<file path="config.mk">
export PLATFORM = sky130hd
export DESIGN_NAME = le_cmp_arbiter
export DESIGN_NICKNAME = d
export VERILOG_FILES = /design/src/rtl/le_cmp_arbiter.sv
export SDC_FILE = /design/constraint.sdc
export NUM_CORES = 1
export LEC_CHECK = 0
export ABC_AREA = 0
export CORE_ASPECT_RATIO = 0.75
export CORE_MARGIN = 5
export CORE_UTILIZATION = 45
export DETAILED_ROUTE_END_ITERATION = 10
export DONT_BUFFER_PORTS = 1
export REMOVE_ABC_BUFFERS = 1
export SLEW_MARGIN = 5
export SYNTH_ARGS = -nofsm -noshare
export SYNTH_HDL_FRONTEND = slang
export SYNTH_SLANG_ARGS = --single-unit
</file>
<file path="constraint.sdc">
create_clock -name clk -period 3.2 [get_ports clk]
set_input_delay 0.32 -clock clk [delete_from_list [all_inputs] [get_ports clk]]
set_output_delay 0.32 -clock clk [all_outputs]
set_load 0.02 [all_outputs]
</file>
<file path="src/rtl/le_cmp_arbiter.sv">
// le_cmp_arbiter
// Shares a single pipelined less-or-equal comparator between four
// requesters. Requests are granted round-robin, the granted operands are
// registered onto the comparator inputs, and a tag pipeline tracks each
// issue so the comparator result is routed back to its requester.
// Each requester may have at most one request in flight.
//
// Ports:
//   clk        clock, all state on the rising edge
//   rst        asynchronous reset, active-low
//   req_valid  per-requester compare request
//   req_ready  per-requester grant (combinational, at most one bit high)
//   req_a      operand A, requester i owns slice i (WIDTH+1 bits each)
//   req_b      operand B, requester i owns slice i
//   flush      synchronous abort of all in-flight work
//   cmp_a      operand A to the shared comparator
//   cmp_b      operand B to the shared comparator
//   cmp_le     comparator result (A <= B), valid LAT cycles after operands
//   rsp_valid  one-hot response strobe, one cycle wide
//   rsp_le     result for the requester flagged in rsp_valid
//   busy       high while any request is outstanding or in the pipeline
module le_cmp_arbiter #(
    parameter int WIDTH = 24,
    parameter int LAT   = 3
) (
    input  logic                   clk,
    input  logic                   rst,
    input  logic [3:0]             req_valid,
    output logic [3:0]             req_ready,
    input  logic [4*(WIDTH+1)-1:0] req_a,
    input  logic [4*(WIDTH+1)-1:0] req_b,
    input  logic                   flush,
    output logic [WIDTH:0]         cmp_a,
    output logic [WIDTH:0]         cmp_b,
    input  logic                   cmp_le,
    output logic [3:0]             rsp_valid,
    output logic                   rsp_le,
    output logic                   busy
);

    localparam int OW = WIDTH + 1;

    logic [1:0]        ptr;
    logic [3:0]        outstanding;
    logic [3:0]        eligible;
    logic              grant_any;
    logic [1:0]        grant_id;
    logic [1:0]        idx;
    logic [3:0]        grant_oh;
    logic              xfer;
    logic [WIDTH:0]    sel_a;
    logic [WIDTH:0]    sel_b;
    logic [LAT:0]      tag_vld_p;
    logic [LAT:0][1:0] tag_id_p;
    logic              tail_vld;
    logic [3:0]        rsp_set;

    // Round-robin search starting at ptr. The loop runs from the farthest
    // candidate to the nearest so the nearest eligible requester wins.
    always_comb begin
        eligible  = req_valid & ~outstanding;
        grant_any = 1'b0;
        grant_id  = ptr;
        idx       = ptr;
        for (int k = 3; k >= 0; k--) begin
            idx = ptr + 2'(k);
            if (eligible[idx]) begin
                grant_any = 1'b1;
                grant_id  = idx;
            end
        end
        grant_oh = '0;
        // No grants while flushing or held in reset.
        if (grant_any && !flush && rst) begin
            grant_oh[grant_id] = 1'b1;
        end
    end

    assign req_ready = grant_oh;
    assign xfer      = |grant_oh;

    // Only the granted slice reaches the operand registers, so the other
    // requesters' operands cannot influence any output.
    always_comb begin
        sel_a = '0;
        sel_b = '0;
        for (int i = 0; i < 4; i++) begin
            if (grant_id == 2'(i)) begin
                sel_a = req_a[i*OW +: OW];
                sel_b = req_b[i*OW +: OW];
            end
        end
    end

    // The tail tag is aligned with cmp_le; a flush kills its response.
    always_comb begin
        tail_vld = tag_vld_p[LAT] & ~flush;
        rsp_set  = '0;
        if (tail_vld) begin
            rsp_set[tag_id_p[LAT]] = 1'b1;
        end
    end

    // Stage p0: issue -- operand registers, tag entry, pointer advance.
    // Stages p1..pLAT: tag shift in step with the comparator latency.
    // Response stage: register strobe and result from the tail.
    always_ff @(posedge clk or negedge rst) begin
        if (!rst) begin
            ptr         <= '0;
            outstanding <= '0;
            tag_vld_p   <= '0;
            rsp_valid   <= '0;
            rsp_le      <= 1'b0;
            cmp_a       <= '0;
            cmp_b       <= '0;
        end else begin
            if (xfer) begin
                ptr   <= grant_id + 2'd1;
                cmp_a <= sel_a;
                cmp_b <= sel_b;
            end
            if (flush) begin
                tag_vld_p   <= '0;
                outstanding <= '0;
            end else begin
                tag_vld_p   <= {tag_vld_p[LAT-1:0], xfer};
                // Clearing on the response edge lets the same requester be
                // granted again in the cycle its response is visible.
                outstanding <= (outstanding & ~rsp_set) | grant_oh;
            end
            rsp_valid <= rsp_set;
            rsp_le    <= tail_vld & cmp_le;
        end
    end

    // Tag ids are qualified by tag_vld_p, so they carry no reset.
    always_ff @(posedge clk) begin
        tag_id_p <= {tag_id_p[LAT-1:0], grant_id};
    end

    assign busy = (|outstanding) | (|tag_vld_p);

endmodule

</file>
After elaboration in Yosys (flattened, before gate mapping)

Index checks and enable logic that the tools add are counted.

Bits in registers: 73
Memory bits (read-only): 0
Bits in latches: 0
Word-level logic and storage cells: 76
Memories kept: 0
RAM bits: 0
Output and inout port bits: 60

Bitwise gates (word level): 9
Add/subtract/negate cells: 4
Reductions and logical operators: 9
Div/mod/pow operators: 0
Shift-type cells: 0
Muxes and demuxes: 32
$lt $le $gt $ge: 8
$mul: 0
Equal/unequal tests: 3

Operator list:

| cell                                                                          | count |
|---|---|
| 25-bit 2-to-1 mux                                                             | 8 |
| 2-bit by 3-bit less-than comparator with 1-bit output (second input constant) | 6 |
| 4-bit 2-to-1 mux                                                              | 4 |
| 4-bit OR reduction                                                            | 3 |
| 1-bit 2-to-1 mux                                                              | 10 |
| 4-bit AND                                                                     | 2 |
| 1-bit binary-select mux with 2-bit select                                     | 4 |
| 2-bit 2-to-1 mux                                                              | 4 |
| 4-bit inverter                                                                | 2 |
| 2-bit by 1-bit adder with 2-bit output (second input constant)                | 2 |
| 2-bit adder (second input constant)                                           | 2 |
| 1-bit demux with 2-bit select                                                 | 2 |
| 2-bit equality test (second input constant)                                   | 2 |
| 2-bit by 1-bit >= comparator with 1-bit output (second input constant)        | 2 |
| 1-bit logical AND                                                             | 4 |
| 4-bit OR                                                                      | 1 |
| 1-bit AND                                                                     | 2 |
| 2-bit by 1-bit equality test with 1-bit output (second input constant)        | 1 |
| 2-bit logical NOT                                                             | 1 |
| 1-bit logical NOT                                                             | 1 |
| 1-bit inverter                                                                | 1 |
| 1-bit OR                                                                      | 1 |

Depth between registers and ports, before layout

Word-level depth: 15
Depth in mapped cells: 12
Depth with buffers taken out: 9

Worst setup path before layout

No wires, ideal clock.

Kind: reg2reg
From: register outstanding[3]
To: register cmp_a[0]
Slack: 0.501 ns
Required time: 3.075 ns
Period minus slack after synthesis: 2.699 ns
Arrival: 2.574 ns
Path buffers: 3
Library setup time: 0.125 ns
Stages on the path, launching flop included: 12
Cells stage by stage: dfrtp_1 nor2b_1 o22ai_1 a22oi_1 nand2_1 ha_1 buf_2 or4_4 and2_1 buf_6 buf_6 mux2_4

Cells in the longest elaborated chain, start to end: 14

Ends and longest elaborated chain:

| what                                                                                                                                          | line | RTL |
|---|---|---|
| from (decl)                                                                                                                                   | 44   | `logic [3:0] outstanding;` |
| from (signal assigned)                                                                                                                        | 129  | `outstanding <= (outstanding & ~rsp_set) \| grant_oh;` |
| 4-bit inverter *                                                                                                                              | 61   | `eligible = req_valid & ~outstanding;` |
| 4-bit AND *                                                                                                                                   | 61   |  |
| 1-bit binary-select mux with 2-bit select                                                                                                     | 67   | `if (eligible[idx]) begin` |
| 1-bit 2-to-1 mux (implied by the code)                                                                                                        | 67   |  |
| 2-bit 2-to-1 mux (4 in a row)                                                                                                                 | 67   |  |
| 2-bit by 3-bit less-than comparator with 1-bit output (implied by the code) or 2-bit by 1-bit >= comparator with 1-bit output (tied branches) | 75   | `grant_oh[grant_id] = 1'b1;` |
| 1-bit logical AND (implied by the code)                                                                                                       | 75   |  |
| 1-bit 2-to-1 mux (implied by the code)                                                                                                        | 75   |  |
| 1-bit demux with 2-bit select                                                                                                                 | 75   |  |
| 4-bit 2-to-1 mux                                                                                                                              | 74   | `if (grant_any && !flush && rst) begin` |
| 4-bit OR reduction                                                                                                                            | 80   | `assign xfer = \|grant_oh;` |
| to (signal assigned)                                                                                                                          | 119  | `cmp_a <= sel_a;` |
| to (decl)                                                                                                                                     | 33   | `output logic [WIDTH:0] cmp_a,` |

Every way passes the cells marked *; elsewhere a longest branch is shown, timed or not. The select of a mux whose other input is x is not followed.
A chain may end at the register's enable or synchronous reset.

Worst setup path in the final report

From: register outstanding[3]
To: output req_ready[3]

Cells in the longest elaborated chain, start to end: 13

Ends and longest elaborated chain:

| what                                                                                                                                          | line | RTL |
|---|---|---|
| 4-bit inverter *                                                                                                                              | 61   |  |
| 4-bit AND *                                                                                                                                   | 61   |  |
| 1-bit binary-select mux with 2-bit select                                                                                                     | 67   |  |
| 1-bit 2-to-1 mux (implied by the code)                                                                                                        | 67   |  |
| 2-bit 2-to-1 mux (3 in a row)                                                                                                                 | 67   |  |
| 2-bit 2-to-1 mux *                                                                                                                            | 67   |  |
| via grant_id[0]                                                                                                                               | 47   | `logic [1:0] grant_id;` |
| 2-bit by 3-bit less-than comparator with 1-bit output (implied by the code) or 2-bit by 1-bit >= comparator with 1-bit output (tied branches) | 75   |  |
| 1-bit logical AND (implied by the code)                                                                                                       | 75   |  |
| 1-bit 2-to-1 mux (implied by the code)                                                                                                        | 75   |  |
| 1-bit demux with 2-bit select *                                                                                                               | 75   |  |
| 4-bit 2-to-1 mux *                                                                                                                            | 74   |  |
| to (decl)                                                                                                                                     | 29   | `output logic [3:0] req_ready,` |

The timed path passes the listed nets; every way through them passes the cells marked *. The select of a mux whose other input is x is not followed.

==> reports/summary.md <==
The flow ran to the end, and the final reports show no timing, DRC or antenna violations. For the area of the mapped netlist, the log shows 4732 µm². Following the worst setup path forward leads to its endpoint at req_ready[3]. The detailed placement HPWL is 8881 µm.

In this run the post-CTS setup repair buffer count came out at 0. The tools report the floorplan die area as 12690 µm². The tools report the via count of the first global-routing pass as 3686.

The initial standard-cell utilization of the core is 0.4599. The startpoint kind of the worst setup timing path was a register. Dividing the detail-routed wire length by the instance count gives 19.83 µm.

The count of final hold-check violations is 0, and the worst max-slew margin expressed relative to the limit is 0.6564. During I/O placement, the number of pins put on the boundary was 268. The first global-routing pass estimated 19790 µm of wire. In the final timing run, aggregate negative setup slack is 0 ps. In this run the power density over the cells is 1146 nW/µm².

The clock tree synthesis step divided the H-tree into 3 levels. For the footprint of the multi-input gates, the log shows 2564 µm². The run gives 0 as the number of warnings reported in the yosys synthesis log. The post-route antenna net violation count is 0, and the worst clock skew is 6.209 ps. Detailed routing inserted a total of 3777 vias. The total wire length came out at 12850 µm.

The worst setup path is of the reg -> out kind. The tree is rooted in a sky130_fd_sc_hd__clkbuf_16. For this run, design rule violations remaining after detail routing come to 0.

The fraction of final layout cells sized beyond drive strength 1 works out to 0.1484. The class of the tightest hold or removal check was in -> reg. The pin count of the biggest net entering global routing is 103, and the depth of the worst register-to-register path is 8.

Global routing met1 resource utilization: 0.2448. The end-of-flow core utilization is 0.4988. The run gives 330 ps as the insertion delay to the later sink of the worst-skew pair. Maximum clock rate: 340.3 MHz.

The die span in y works out to 98.81 µm. The worst register-to-register path ends at cmp_a[19]. The floorplan step set the die width to 128.4 µm.

Dividing the detail-routed via count by the number of cells gives 5.829. The required time at the worst-slack endpoint came out at 2880 ps. After layout, the worst setup slack is 261.3 ps. The logs give 0 for the setup violation total in the final timing report and 0.1950 for the all-layer global routing usage. The logs give 719 for the final net count and 0.5284 mV for the highest ir drop seen on vdd.

The synthesized netlist contains 30 unique library cells. The number of antenna cells inserted was 0. TritonCTS built the clock tree. For the number of antenna violations at the first check in global routing, the log shows 0. Buffers placed on the I/O ports in this run total 0. Summed over all layers, the global routing overflow is 0. Synthesis inferred 73 register bits.

Part of the cycle the worst path needs: 0.9184. Prior to clock tree synthesis, the placed netlist has a worst setup slack of 88.75 ps. The count of routing violations after the opening detailed-route iteration was 240; the data arrival time of the critical path was 2620 ps. After clock tree synthesis, the clock-pin slew on the worst setup and hold paths is 60 ps. The tools report the worst reg2reg path startpoint as outstanding[3]. The run gives 0.8546 as the weighted congestion reported at the end of routability-driven placement. After layout, the minimum clock period comes to 2939 ps.

The run gives 0 as the max-cap violation count. The global routing usage on met2 is 0.3209, and the number of search-and-repair iterations in the first detailed-routing pass is 4. The tools report the global-route met3 utilization as 0.06880. The footprint of the flip-flops and latches was 1787 µm²; the static power due to leakage was 0.002361 µW.

The number of slew-limit violations in the final report is 0. The sum of internal, switching and leakage power was 5880 µW; the sink count of the clock tree was 73. The highest net fanout along the worst path is 102, and the layout overhead on the synthesized area is 8.461%. Dividing the synthesized area by the synthesized cell count gives 8.845 µm².

Setup repair after global routing left no endpoint under its margin. The beginning of the critical path is outstanding[3]. In this run the most used layer during global routing was met2.

Counting the buffers created by CTS gives 9. For flop-to-flop paths, the worst setup slack is 300 ps. The worst setup path is captured at an output port. The run gives 0.3776 as the part of the Yosys area used for sequential elements. In this run the standard cell core region covers 10290 µm². The row count is 32.

At the pin with the least slew margin, the transition time is 515.3 ps. The number of fillers in the final layout is 949, and the gate count of the mapped netlist is 535. The longest clock path from root to sink contains 2 buffers.
[Yosys cell counts, drive strengths merged]
| library cell | count | share of area |
|---|---|---|
| nand2 | 55 | 0.044 |
| nand3 | 1 | 0.0011 |
| clkbuf | 31 | 0.025 |
| or4 | 1 | 0.0024 |
| nor4 | 2 | 0.0026 |
| a41oi | 1 | 0.0058 |
| mux2 | 50 | 0.16 |
| o21ai | 54 | 0.057 |
| a21oi | 108 | 0.11 |
| ha | 4 | 0.011 |
| nor2 | 4 | 0.0032 |
| a31oi | 1 | 0.0013 |
| nor2b | 7 | 0.0093 |
| inv | 55 | 0.044 |
| a22oi | 2 | 0.0032 |
| a2bb2oi | 1 | 0.0019 |
| o31ai | 1 | 0.0016 |
| nand2b | 7 | 0.0093 |
| nor3b | 2 | 0.0032 |
| o22ai | 2 | 0.0026 |
| nor3 | 1 | 0.0011 |
| a22o | 50 | 0.093 |
| and2 | 5 | 0.0066 |
| dfxtp | 8 | 0.034 |
| a21o | 1 | 0.0016 |
| buf | 16 | 0.023 |
| dfrtp | 65 | 0.34 |
[logic make-up after synthesis]
group / synth area share
flip-flops: 0.3776
AND/OR/NAND/NOR: 0.08223
AO/OA/AOI/OAI: 0.2819
adder cells (fa/ha/maj): 0.01058
buffers and inverters: 0.09148
multiplexers: 0.1563
[worst min-delay path by stage]
stage,end,slack [ps],from,cells past startpoint
final,outstanding[1],50,flush,1
after global routing,outstanding[1],20,flush,1
after CTS,outstanding[1],30,flush,1
after detailed placement,cmp_a[22],30,rst,0
after global placement,cmp_a[22],30,rst,0
after floorplan,cmp_a[0],20,rst,0
[worst max-delay path, cell delays in order, from the launching register on]
cell	delay, ps
sky130_fd_sc_hd__dfrtp_1	410
sky130_fd_sc_hd__nor2b_1	320
sky130_fd_sc_hd__o22ai_1	150
sky130_fd_sc_hd__a22oi_1	280
sky130_fd_sc_hd__and2_1	310
sky130_fd_sc_hd__ha_4	190
sky130_fd_sc_hd__buf_12	280
sky130_fd_sc_hd__and2_1	310
[cell usage in the layout (no fill, tap or decap), drive strengths merged]
cell / synthesis / routed
dfxtp: 8 / 8
clkbuf: 31 / 10
a2bb2oi: 1 / 1
nor2b: 7 / 7
clkinvlp: 0 / 1
nand2: 55 / 55
o31ai: 1 / 1
a22o: 50 / 50
and2: 5 / 6
o21ai: 54 / 54
nand2b: 7 / 7
nor2: 4 / 4
inv: 55 / 55
o22ai: 2 / 2
nor3b: 2 / 2
a21oi: 108 / 108
buf: 16 / 6
nand3: 1 / 1
nor4: 2 / 2
a21o: 1 / 1
a22oi: 2 / 2
or4: 1 / 1
mux2: 50 / 50
dfrtp: 65 / 65
clkinv: 0 / 4
dlygate4sd3: 0 / 1
bufinv: 0 / 1
a41oi: 1 / 1
a31oi: 1 / 1
ha: 4 / 4
nor3: 1 / 1
[layout make-up]
class | instances | area share
clock buffers | 10 | 0.04461
clock inverters | 6 | 0.01341
inverters | 55 | 0.04022
multi-input cells | 361 | 0.4995
flip-flops and latches | 73 | 0.3481
well taps | 136 | 0.03315
repair buffers | 7 | 0.02097
[per-layer routing]
metal / wire [µm] / up-vias
li1: - / 1815
met1: 5348 / 1754
met2: 6079 / 196
met3: 1292 / 12
met4: 131 / 0
met5: 0 / -
[power breakdown]
group	switching (µW)	internal [µW]
Clock	383	606
Combinational	1470	1430
Sequential	687	1300
Total	2540	3340
[repair_timing]
item                       in CTS  in global routing
setup endpoints to repair       0                 26
gates resized for setup         0                  3
hold buffers                    2                  0
hold endpoints to repair       65                  0
[sequential cells by signal, summed over array words and instances, names as in the netlist]
register and flops:
rsp_le 1, tag_id_p 8, tag_vld_p 4, cmp_a 25, outstanding 4, cmp_b 25
ptr 2, rsp_valid 4
[per-stage QoR]
stage               cells  instance area (µm²)  hold slack, ps
floorplan             488                 4506           24.41
global placement      629                 4781           27.05
detailed placement    629                 4781           26.64
CTS                   647                 5116           29.12
global route          648                 5132           22.82
finish                648                 5132           48.90
No activity file was read; power rests on OpenSTA's default activity.
==> variant, RTL diff (same flow settings) <==
Set the parameter `WIDTH` to 32 (it was 24).
--- a/src/rtl/le_cmp_arbiter.sv
+++ b/src/rtl/le_cmp_arbiter.sv
@@ -20,7 +20,7 @@
 //   rsp_le     result for the requester flagged in rsp_valid
 //   busy       high while any request is outstanding or in the pipeline
 module le_cmp_arbiter #(
-    parameter int WIDTH = 24,
+    parameter int WIDTH = 32,
     parameter int LAT   = 3
 ) (
     input  logic                   clk,
Interface: changed (resized cmp_a, cmp_b, req_a and req_b); port bits go from 268 to 348. No check against the original RTL was run, so the function may have changed too.
==> variant against the unedited design <==
Area after synthesis is 24% higher; cell area rose by 24%; total power is 29% higher; sequential cell count is 16 higher; wire length up 45%; core utilization is 0.38 points lower; combinational power up 35%; count of clock-buffer cells in the layout up 1; synthesized cell count is 27% higher; worst setup slack got worse by 0.052 ns; critical path type unchanged.
==> variant: results (changes against the unedited design) <==
Worst setup path
  – Crit path to: req_ready[2]
  – R2r worst-path depth: 10 (+2)

Run status
  – Status: complete, no violations

Power and ir drop
  – Peak VDD IR: 568 uV (+7.5%)
  – Power Dens Cells: 1190 mW/mm^2 (+3.7%)

Placement
  – Placed inst area: 0.00597 mm^2 (+25%)
  – GP Congestion: 0.894 (+4.6%)
  – DP Wirelength: 13100 um (+47%)
  – Placed insts: 799 (+27%)

Detailed routing
  – Routed wl met3: 1910 um (+48%)
  – DR WL/cell: 22.7 um (+14%)
  – Metal2 WL: 9230 um (+52%)

Finish
  – Top flop regs: cmp_a x33, cmp_b x33, tag_id_p x8
  – Fill count: 1229 (+30%)
  – Net count, final: 918 (+28%)

Yosys
  – Synth area leaders: dfrtp_1, a21oi_1, a22o_1
  – Syn Area/Cell: 8.68 um^2 (-1.9%)
  – Top post-synthesis cells by count: a21oi_1, dfrtp_1, nand2_1
  – Register area share after synthesis: 0.372 (-0.00574)
  – Async set-reset flop share out of synthesis: 0.910 (+0.0197)

GRT
  – GRT met2 Usage: 0.358 (+0.0373)
  – Largest net degree at the start of global routing: 135 (+31%)
  – Vias in the first global route: 4619 (+25%)

Timing
  – Max Fclk: 334 MHz (-1.7%)
  – Clock skew: 0.00673 ns (+0.000518 ns)
==> variant: power breakdown <==
part / internal, mW / switching (mW) / leakage (nW)
clock: 0.724 / 0.431 / 0.162
combinational: 1.85 / 2.06 / 1.71
sequential: 1.60 / 0.903 / 1.09
==> variant: cells by family (layout without fill, tap and decap cells) <==
group,after synthesis,after routing,synth area share
muxes,66,66,0.145
and+or+nand+nor,109,109,0.0874
AOI/OAI and AO/OA,282,282,0.289
adders and majority gates,4,4,0.00851
buffers and inverters,128,97,0.0987
DFF,89,89,0.372
other,0,1,0
==> variant: layout make-up <==
cell class | count | share of cell area
diodes | 1 | 0.000392
clock buffers | 11 | 0.0396
clock inverters | 5 | 0.0122
inverters | 68 | 0.0400
multi-input cells | 461 | 0.495
flip-flops and latches | 89 | 0.343
well taps | 171 | 0.0336
repair buffers | 13 | 0.0365
